<file path="src/rtl/rr_arbiter4.sv">
// rr_arbiter4: 4-way round-robin arbiter with registered one-hot grant and encoded index.
// Define ARB_TIMEOUT_EN to force release after HOLD_MAX grant cycles and pulse timeout.
module rr_arbiter4 #(
  parameter int HOLD_MAX = 8,
  parameter int CNT_W    = 4
) (
  input  logic       clk,
  input  logic       rst_n,
  input  logic [3:0] req,
  input  logic       done,
  output logic [3:0] grant,
  output logic [1:0] gnt_idx,
  output logic       gnt_valid,
  output logic       timeout
);
  typedef enum logic {IDLE, GRANT} state_t;
  state_t state, state_nx;
  logic [1:0] ptr, win;
  logic rel, tmo;
  if (HOLD_MAX < 1 || HOLD_MAX > (1 << CNT_W) - 1) begin : g_bad_hold
    $error("HOLD_MAX out of tenure counter range");
  end
  // Scan downward so the requester closest to ptr is the last (winning) assignment.
  always_comb begin
    win = ptr;
    for (int k = 3; k >= 0; k--)
      if (req[ptr + 2'(k)]) win = ptr + 2'(k);
  end
  assign gnt_idx   = {grant[3] | grant[2], grant[3] | grant[1]};
  assign gnt_valid = |grant;
  assign rel       = done | ~req[gnt_idx];
`ifdef ARB_TIMEOUT_EN
  logic [CNT_W-1:0] cnt;
  assign tmo = ~rel && cnt == CNT_W'(HOLD_MAX - 1);
  always_ff @(posedge clk or negedge rst_n)
    if (!rst_n) begin
      cnt     <= '0;
      timeout <= 1'b0;
    end else begin
      cnt     <= state == GRANT ? cnt + 1'b1 : '0;
      timeout <= state == GRANT && tmo;
    end
`else
  assign tmo     = 1'b0;
  assign timeout = 1'b0;
`endif
  always_comb state_nx = state == IDLE ? (|req ? GRANT : IDLE) : (rel | tmo ? IDLE : GRANT);
  always_ff @(posedge clk or negedge rst_n)
    if (!rst_n) begin
      state <= IDLE;
      grant <= '0;
      ptr   <= '0;
    end else begin
      state <= state_nx;
      if (state == IDLE && |req) begin
        grant <= 4'b0001 << win;
        ptr   <= win + 2'd1;
      end else if (state == GRANT && (rel | tmo)) grant <= '0;
    end
endmodule
</file>
<file path="config.mk">
export PLATFORM = sky130hd
export DESIGN_NAME = rr_arbiter4
export DESIGN_NICKNAME = d
export VERILOG_FILES = /design/src/rtl/rr_arbiter4.sv
export SDC_FILE = /design/constraint.sdc
export NUM_CORES = 1
export LEC_CHECK = 0
export CAP_MARGIN = 20
export CORE_MARGIN = 8
export CORE_UTILIZATION = 30
export CTS_BUF_LIST = sky130_fd_sc_hd__clkbuf_8
export DETAILED_ROUTE_END_ITERATION = 8
export MAX_ROUTING_LAYER = met4
export PLACE_DENSITY = 0.53
export SETUP_SLACK_MARGIN = 0.4
export SLEW_MARGIN = 20
export SYNTH_ARGS = -nofsm -noshare
export SYNTH_HDL_FRONTEND = slang
export SYNTH_SLANG_ARGS = --single-unit
export TNS_END_PERCENT = 100
</file>
<file path="constraint.sdc">
create_clock -name clk -period 3.5 [get_ports clk]
set_input_delay 0.7 -clock clk [delete_from_list [all_inputs] [get_ports clk]]
set_output_delay 0.7 -clock clk [all_outputs]
set_load 0.05 [all_outputs]
</file>
==> impl_metrics.csv, run 1 <==
group,metric,value,unit
run_status,outcome,"complete, no violations",
detailed_routing,drt_wl_total,1.176,mm
timing,relSlewSlack,66.26,%
timing,tightest_slew,504.5,ps
timing,clock_skew,1.006,ps
clock_tree,post_cts_buffers,0,
finish,layout_commonest_cell,"clkdlybuf4s50_1",
floorplan,rows,14,
detailed_routing,via_per_inst,5.329,
worst_hold_path,hold_path_depth,1,
floorplan,die_h,55.23,µm
setup_path,slowest_delay,710,ps
clock_tree,htree_levels,1,
global_routing,grt_usage,7.511,%
clock_tree,clk_latency,230,ps
logic_synthesis,synth_xor_xnor_area_share,0,%
clock_tree,cts.repair.resized,0,
setup_path,r2r_slack,1970,ps
finish,syn_to_final_growth,40.65,%
logic_synthesis,netlist_area,461.7,µm²
worst_hold_path,hold_class,"reg2reg",
timing,finalSetupTns,0,ps
setup_path,cp_cell_sequence,"or2_1 -> or3_1 -> clkdlybuf4s50_1",
floorplan,die-area,3050,µm²
timing,drv_slew,0,
timing,fin_crit,2657,ps
finish,n_fill_cell,156,
global_routing,grt_pass1_wl,1.932,mm
detailed_routing,vias,437,
worst_hold_path,whs_endpoint,"grant[0]",
logic_synthesis,synth-edff-count,0,
clock_tree,root_buffer,"clkbuf_8",
detailed_routing,dr.pass1.iters,4,
timing,fmax,376.4,MHz
finish,seqCellArea,175.2,µm²
place,numPortBuffers,13,
logic_synthesis,synth_fp_nets,57,
global_routing,grt_pass1_vias,417,
setup_path,crit_fanout,5,
place,hpwl,888.1,µm
logic_synthesis,avgSynthCellArea,9.234,µm²
global_routing,antenna_found_initial,0,
setup_path,end_kind,"output pin",
floorplan,start_util,31.38,%
logic_synthesis,synth_top_family_by_area,"compound AO/OA/AOI/OAI gates",
setup_path,crit_path_start_kind,"flip-flop",
logic_synthesis,yosys.area_share.simple,23.58,%
pwr,cellLeakagePower,0.0002802,µW
place,gp_congestion,0.7124,
global_routing,grt-ovfl-total,0,
logic_synthesis,yosys.cell_types.count,31,
global_routing,grt_max_degree,9,
pwr,powerDensity,1167,nW/µm²
clock_tree,cts_buffer_depth,2,
finish,final_cell_mix,"clkdlybuf4s50_1 (13), dfrtp_1 (7), a21oi_1 (4), inv_1 (4)",
logic_synthesis,async_flop_share,100.0,%
pwr,peakVddDrop,0.0006636,V
clock_tree,cts_sinks,7,
worst_hold_path,min_from,"grant[0]",
floorplan,die_width,55.23,µm
timing,rsz0062_at_grt,"no",
detailed_routing,drt_iter0_drc,8,
setup_path,r2r_start,"grant[1]",
setup_path,cp_slowest_cell,"clkdlybuf4s50_1",
setup_path,required,2800,ps
finish,final_util,44.13,%
finish,multiInputGateArea,267.8,µm²
timing,setup_viol,0,
logic_synthesis,ys_warn_count,0,
setup_path,reg2reg_depth,5,
logic_synthesis,synth_compound_area_share,31.17,%
finish,antenna_cells,0,
flow_run,maxCapViolCount,0,
clock_tree,clk_pin_slew,40,ps
clock_tree,cts_tree,"built",
finish,final_layout_size_suffix_gt1_share,15.15,%
detailed_routing,wl_per_cell,14.34,µm
detailed_routing,antenna_left,0,
floorplan,pin_count,15,
logic_synthesis,ys_seq_area_share,37.94,%
setup_path,r2r-end,"grant[3]",
setup_path,critical_path_class,"reg2out",
clock_tree,holdBufCountCts,0,
timing,final_hold_viol_count,0,
logic_synthesis,synthMuxAreaShare,2.439,%
logic_synthesis,postSynthCellCount,50,
clock_tree,numCtsBuffers,3,
logic_synthesis,ys_seq_elements,7,
logic_synthesis,ys.flop_type,"dfrtp_1",
setup_path,arrival,1960,ps
floorplan,core-area,1471,µm²
finish,layout.nets,74,
timing,period_share,75.91,%
detailed_routing,drc,0,
logic_synthesis,synthAdderAreaFrac,0,%
through the flow:
stage / std cells / total power [µW] / hold slack [ps] / setup slack [ps] / cell area (µm²)
after floorplan: 50 / 500.0 / 404.4 / 1115 / 461.7
after global routing: 82 / 802.1 / 539.1 / 787.8 / 649.4
after global placement: 78 / 655.6 / 534.9 / 1091 / 604.3
after detailed placement: 78 / 645.5 / 503.9 / 1103 / 604.3
after CTS: 82 / 762.1 / 529.1 / 840.8 / 649.4
final: 82 / 758.0 / 517.8 / 843.0 / 649.4
how the worst max path moves through the flow:
stage	from	to	slack, ps	cells past startpoint
final	grant[1]	gnt_valid	840	3
after global routing	grant[1]	gnt_valid	790	3
after CTS	grant[1]	gnt_valid	840	3
after detailed placement	grant[1]	gnt_valid	1100	3
after global placement	grant[1]	gnt_valid	1090	3
after floorplan	grant[1]	gnt_valid	1110	2
worst max-delay path, delay by kind of cell (launching register included):
family | cells | cell delay (ps)
AND/OR/NAND/NOR | 2 | 590
buffers and inverters | 1 | 710
flip-flops | 1 | 430
logic make-up (layout without fill, tap and decap cells):
| group | Yosys count | count (layout) |
|---|---|---|
| and+or+nand+nor | 18 | 18 |
| muxes | 1 | 1 |
| AOI/OAI and AO/OA | 19 | 19 |
| buffers and inverters | 4 | 20 |
| DFF | 7 | 7 |
| other | 1 | 1 |
layer usage:
layer	track usage (%)	vias to the layer above	share of wire [%]
met1	9.857	202	51
met5	-	-	0
li1	-	220	-
met4	3.169	0	1.1
met2	10.10	13	43
met3	2.511	2	4.8
power breakdown:
part / leakage [µW] / switching, µW / total (µW) / internal (µW)
registers: 0.0000886 / 45.0 / 165 / 120
clock network: 0.0000269 / 36.1 / 112 / 75.9
logic: 0.000165 / 300 / 481 / 181
state kept, by name, indices dropped and copies added (netlist names):
signal / count
grant: 4
state: 1
ptr: 2
layout make-up:
cell class | count | share of cell area, %
clock buffers | 3 | 6.358
well taps | 16 | 3.083
repair buffers | 13 | 20.04
flip-flops and latches | 7 | 26.97
inverters | 3 | 1.734
clock inverters | 1 | 0.5780
multi-input cells | 39 | 41.23
Yosys cell counts (2+ instances only):
cell type	instances	area share (%)
dfrtp_1	7	38
nand2_1	2	1.6
a32o_2	2	4.9
o2bb2ai_1	2	3.8
o21ai_0	3	3.3
nand2b_1	2	2.7
inv_1	3	2.4
a21oi_1	4	4.3
nor2_1	3	2.4
No activity file was read; power rests on OpenSTA's default activity.
==> run 2: changes to the inputs <==
Settings changed: PLACE_DENSITY 0.53 to 0.55.
Clock period 3.5 ns to 2.2 ns, I/O delays scaled along.
==> run 2 against run 1 <==
Effect of this change:
- clock power is 54% higher
- largest cell class unchanged
- critical path type unchanged
- setup slack worse by 450 ps
- routed wire length up 10%
- critical path depth unchanged
- combinational power up 74%
==> impl_metrics.csv, run 2 (same netlist as run 1, synthesis figures left out) <==
group,metric,value,unit
detailed_routing,drc,0,
setup_path,r2r-end,"grant[2]",
setup_path,crit_path_start_kind,"flip-flop",
clock_tree,cts_buffer_depth,2,
finish,regMostFlops,"grant",
floorplan,die-area,3050,µm²
clock_tree,htree_levels,1,
floorplan,die_h,55.23,µm
pwr,peakVddDrop,0.001171,V
timing,finalSetupTns,0,ps
place,gp_congestion,0.8003,
floorplan,start_util,31.38,%
detailed_routing,routed-wl-met2,613,µm
worst_hold_path,hold_class,"in2async",
pwr,cellLeakagePower,0.0003541,µW
finish,antenna_cells,0,
global_routing,grt_usage,7.609,%
place,numPortBuffers,13,
place,hpwl,971.7,µm
timing,fin_crit,1811,ps
detailed_routing,drt_iter0_drc,8,
flow_run,maxCapViolCount,0,
clock_tree,cts_tree,"built",
timing,fmax,552.1,MHz
run_status,outcome,"complete, no violations",
setup_path,required,1760,ps
detailed_routing,antenna_left,0,
floorplan,pin_count,15,
detailed_routing,top_layer,"met3",
finish,largest_reg_flops,4,
timing,period_share,82.33,%
floorplan,rows,14,
global_routing,antenna_found_initial,0,
finish,reg_top3,"grant: 4 flops, ptr: 2 flops, state: 1 flops",
timing,final_hold_viol_count,0,
setup_path,end_kind,"output pin",
finish,syn_to_final_growth,54.20,%
clock_tree,numCtsBuffers,3,
setup_path,arrival,1370,ps
clock_tree,root_buffer,"clkbuf_8",
floorplan,core-area,1471,µm²
detailed_routing,wl_per_cell,14.93,µm
global_routing,grt_max_degree,9,
clock_tree,cts_sinks,7,
setup_path,r2r_start,"grant[1]",
setup_path,worstSetupStartpoint,"grant[3]",
setup_path,reg2reg_depth,6,
global_routing,grt_pass1_wl,1.994,mm
global_routing,grt-ovfl-total,0,
timing,hold_slack,474.8,ps
finish,layout.nets,79,
setup_path,crit_fanout,5,
detailed_routing,met3_length,47,µm
detailed_routing,met1Wirelength,638,µm
setup_path,r2r_slack,560,ps
pwr,powerDensity,1805,nW/µm²
finish,final_layout_size_suffix_gt1_share,35.21,%
pwr,fin_total_pwr,1285,µW
detailed_routing,via_per_inst,5.368,
clock_tree,clk_pin_slew,40,ps
clock_tree,clk_latency,220,ps
floorplan,die_width,55.23,µm
finish,final_cell_mix,"dlygate4sd2_1 (5), buf_4 (5), a21oi_1 (4), inv_1 (4), dfrtp_1 (4)",
setup_path,critical_path_class,"reg2out",
detailed_routing,drt_wl_total,1.299,mm
detailed_routing,dr.pass1.iters,4,
detailed_routing,vias,467,
timing,rsz0062_at_grt,"yes",
timing,clock_skew,1.078,ps
global_routing,grt_pass1_vias,464,
timing,setup_viol,0,
timing,drv_slew,0,
clock_tree,holdBufCountCts,0,
==> run 2: cell types whose count changed in the layout (fill, tap and decap cells not counted), moves of 3 or more <==
cell,change
clkdlybuf4s50_1,-11
dlygate4sd2_1,+5
dfrtp_1,-3
buf_4,+5
dlymetal6s2s_1,+3
dfrtp_2,+3
==> run 2: how the worst max path moves through the flow <==
stage,to,slack [ps],cells past startpoint
6_report,gnt_valid,390,3
4_1_cts,gnt_valid,360,3
2_1_floorplan,gnt_valid,440,2
5_1_grt,gnt_valid,350,3
3_3_place_gp,grant[1],120,6
3_5_place_dp,grant[2],120,6
==> run 2: through the flow <==
stage          setup slack, ps  instance area [µm²]  std cells  utilization (%)
3_5_place_dp             123.1                635.6         81            43.20
6_report                 388.8                711.9         87            48.38
3_3_place_gp             115.2                635.6         81            43.20
2_1_floorplan            439.5                473.0         50                -
4_1_cts                  360.3                703.2         87            47.79
5_1_grt                  350.9                711.9         87            48.38
==> run 2: routing by layer <==
layer	vias to the layer above	GRT usage [%]
met5	-	-
met4	0	2.113
met3	0	2.740
met2	11	12.18
met1	227	8.701
li1	229	-
==> run 2: report_power, final <==
group | internal, µW | switching [µW]
Sequential | 196 | 78.4
Combinational | 324 | 516
Clock | 120 | 51.5
==> run 2: timing repair <==
| action | in CTS | in global routing |
|---|---|---|
| pin swaps | 1 | 2 |
| gates resized for setup | 13 | 9 |
| cloned | 0 | 0 |
| setup buffers | 2 | 0 |
| setup endpoints to repair | 12 | 7 |
==> run 2: critical path: stages, from the launching register on <==
cell and delay, ps:
dfrtp_2 420, or2_4 240, or3_4 330, buf_8 160
==> run 2: area by class of cell <==
type	count	area, µm²
fillers	158	759.5
inverters	3	11.26
clock buffers	3	41.29
multi-input cells	39	292.8
clock inverters	1	3.754
repair buffers	18	163.9
flip-flops and latches	7	178.9
well taps	16	20.02
==> run 3: changes to the inputs <==
Settings changed: PLACE_DENSITY 0.55 to 0.53.
Clock period 2.2 ns to 1.86 ns, I/O delays scaled along.
==> run 3 against run 2 <==
Effect of this change:
- critical path depth unchanged
- clock-buffer cell count unchanged
- sequential cell count unchanged
- clock skew up 2.1 ps
- clock power up 19%
- die area unchanged
- global-route usage up 1.9 points
- worst hold slack worse by 68 ps
- via count up 8.4%
- total power up 47%
- first-iteration DRC count down 63%
- critical path type unchanged
- critical endpoint unchanged
- largest power group unchanged
==> impl_metrics.csv, run 3 (same netlist as run 1, synthesis figures left out) <==
group,metric,value,unit
run_status,outcome,"complete, no violations",
setup_path,end_kind,"output pin",
finish,final_cells,98,
global_routing,grt_usage,9.499,%
detailed_routing,drc,0,
detailed_routing,antenna_left,0,
detailed_routing,via_per_inst,5.163,
place,numPortBuffers,13,
setup_path,crit_path_start_kind,"flip-flop",
clock_tree,root_buffer,"clkbuf_8",
finish,n_fill_cell,124,
finish,final_cell_mix,"buf_4 (13), buf_6 (6), inv_1 (4), dfrtp_1 (4), buf_8 (4)",
global_routing,grt_max_degree,9,
place,dp.cells,82,
setup_path,reg2reg_depth,7,
finish,layout.nets,90,
global_routing,grt_pass1_vias,515,
detailed_routing,vias,506,
global_routing,grt-ovfl-total,0,
floorplan,die-area,3050,µm²
place,gp_congestion,0.7787,
timing,final_hold_viol_count,0,
floorplan,die_width,55.23,µm
finish,antenna_cells,0,
setup_path,worstPathBufferInverterCount,1,
finish,largest_reg_flops,4,
setup_path,required,1490,ps
finish,syn_to_final_growth,85.37,%
timing,fin_crit,1747,ps
finish,seqCellArea,178.9,µm²
pwr,cellLeakagePower,0.0003959,µW
detailed_routing,drt_iter0_drc,3,
global_routing,grt_pass1_wl,2.415,mm
timing,hold_slack,406.9,ps
finish,final_layout_size_suffix_gt1_share,58.54,%
worst_hold_path,hold_class,"in2async",
timing,rsz0062_at_grt,"yes",
setup_path,slowest_delay,400,ps
setup_path,r2r_slack,150,ps
setup_path,path_delay_family,"simple AND/OR/NAND/NOR gates",
clock_tree,numCtsBuffers,3,
clock_tree,clk_latency,220,ps
global_routing,antenna_found_initial,0,
setup_path,critical_path_class,"reg2out",
finish,multiInputGateArea,326.6,µm²
finish,reg_top3,"grant: 4 flops, ptr: 2 flops, state: 1 flops",
timing,drv_slew,0,
floorplan,start_util,31.38,%
setup_path,arrival,1380,ps
finish,layout_commonest_cell,"buf_4",
setup_path,cp_slowest_cell,"dfrtp_2",
flow_run,maxCapViolCount,0,
detailed_routing,wl_per_cell,15.04,µm
floorplan,pin_count,15,
finish,regMostFlops,"grant",
place,hpwl,972.7,µm
pwr,powerDensity,2201,nW/µm²
timing,clock_skew,3.212,ps
detailed_routing,dr.pass1.iters,4,
floorplan,die_h,55.23,µm
clock_tree,cts_buffer_depth,2,
setup_path,cp_cell_sequence,"or2_4 -> or3_4 -> buf_8",
setup_path,r2r_start,"grant[3]",
setup_path,crit_fanout,2,
clock_tree,htree_levels,1,
pwr,peakVddDrop,0.001340,V
clock_tree,cts_sinks,7,
detailed_routing,drt_wl_total,1.474,mm
clock_tree,cts_tree,"built",
timing,period_share,93.95,%
floorplan,core-area,1471,µm²
clock_tree,clk_pin_slew,40,ps
floorplan,rows,14,
setup_path,r2r-end,"grant[1]",
timing,setup_viol,0,
timing,fmax,572.3,MHz
==> run 3: changes by cell type in the layout (fill, tap and decap cells not counted), moves of 2 or more <==
cell | before | now
buf_4 | 5 | 13
buf_6 | 0 | 6
buf_8 | 1 | 4
dlygate4sd2_1 | 5 | 1
dlymetal6s2s_1 | 3 | 0
o2bb2ai_1 | 2 | 0
o2bb2ai_2 | 0 | 2
==> run 3: metal layers <==
metal  up-vias  part of all wire (%)  global-route usage, %  wire (µm)
li1        256                     -                      -          -
met1       233                    48                  11.82        703
met2        12                    46                  13.46        679
met3         5                   4.3                  2.511         63
met4         0                   1.8                  5.282         27
met5         -                     0                      -          0
==> run 3: layout make-up <==
cell class / count / share of cell area (%)
multi-input combinational: 39 / 38.16
timing repair buffer: 29 / 32.02
sequential: 7 / 20.91
clock buffer: 3 / 4.825
tap: 16 / 2.339
inverter: 3 / 1.316
clock inverter: 1 / 0.4386
==> run 3: how the worst max path moves through the flow <==
stage	end	startpoint	slack (ps)	cells after the start
after CTS	gnt_valid	grant[1]	110	3
after global routing	gnt_valid	grant[3]	90	3
after floorplan	gnt_valid	grant[3]	170	2
after detailed placement	grant[2]	req[2]	-140	5
final	gnt_valid	grant[3]	110	3
after global placement	grant[2]	req[2]	-160	5
==> run 3: what timing repair did <==
item	in CTS	in global routing
gates cloned	0	0
gates resized for setup	17	15
setup endpoints to repair	10	11
pin swaps	4	7
buffers inserted	8	4
hold buffers	0	0
==> run 3: stage by stage <==
stage / worst slack [ps] / total power, µW / area (µm²) / utilization [%] / setup TNS [ps]
2_1_floorplan: 167.9 / 1015 / 488.0 / - / 0
3_3_place_gp: -162.4 / 1273 / 643.1 / 43.71 / -601.1
3_5_place_dp: -139.4 / 1271 / 643.1 / 43.71 / -578.9
4_1_cts: 112.1 / 1731 / 787.0 / 53.49 / 0
5_1_grt: 87.10 / 1988 / 855.8 / 58.16 / 0
6_report: 112.6 / 1884 / 855.8 / 58.16 / 0
==> run 3: power breakdown <==
part / total (µW) / internal (µW) / switching [µW]
logic: 1370 / 652 / 715
clock network: 205 / 142 / 62.6
registers: 312 / 231 / 80.9
total: 1880 / 1030 / 858
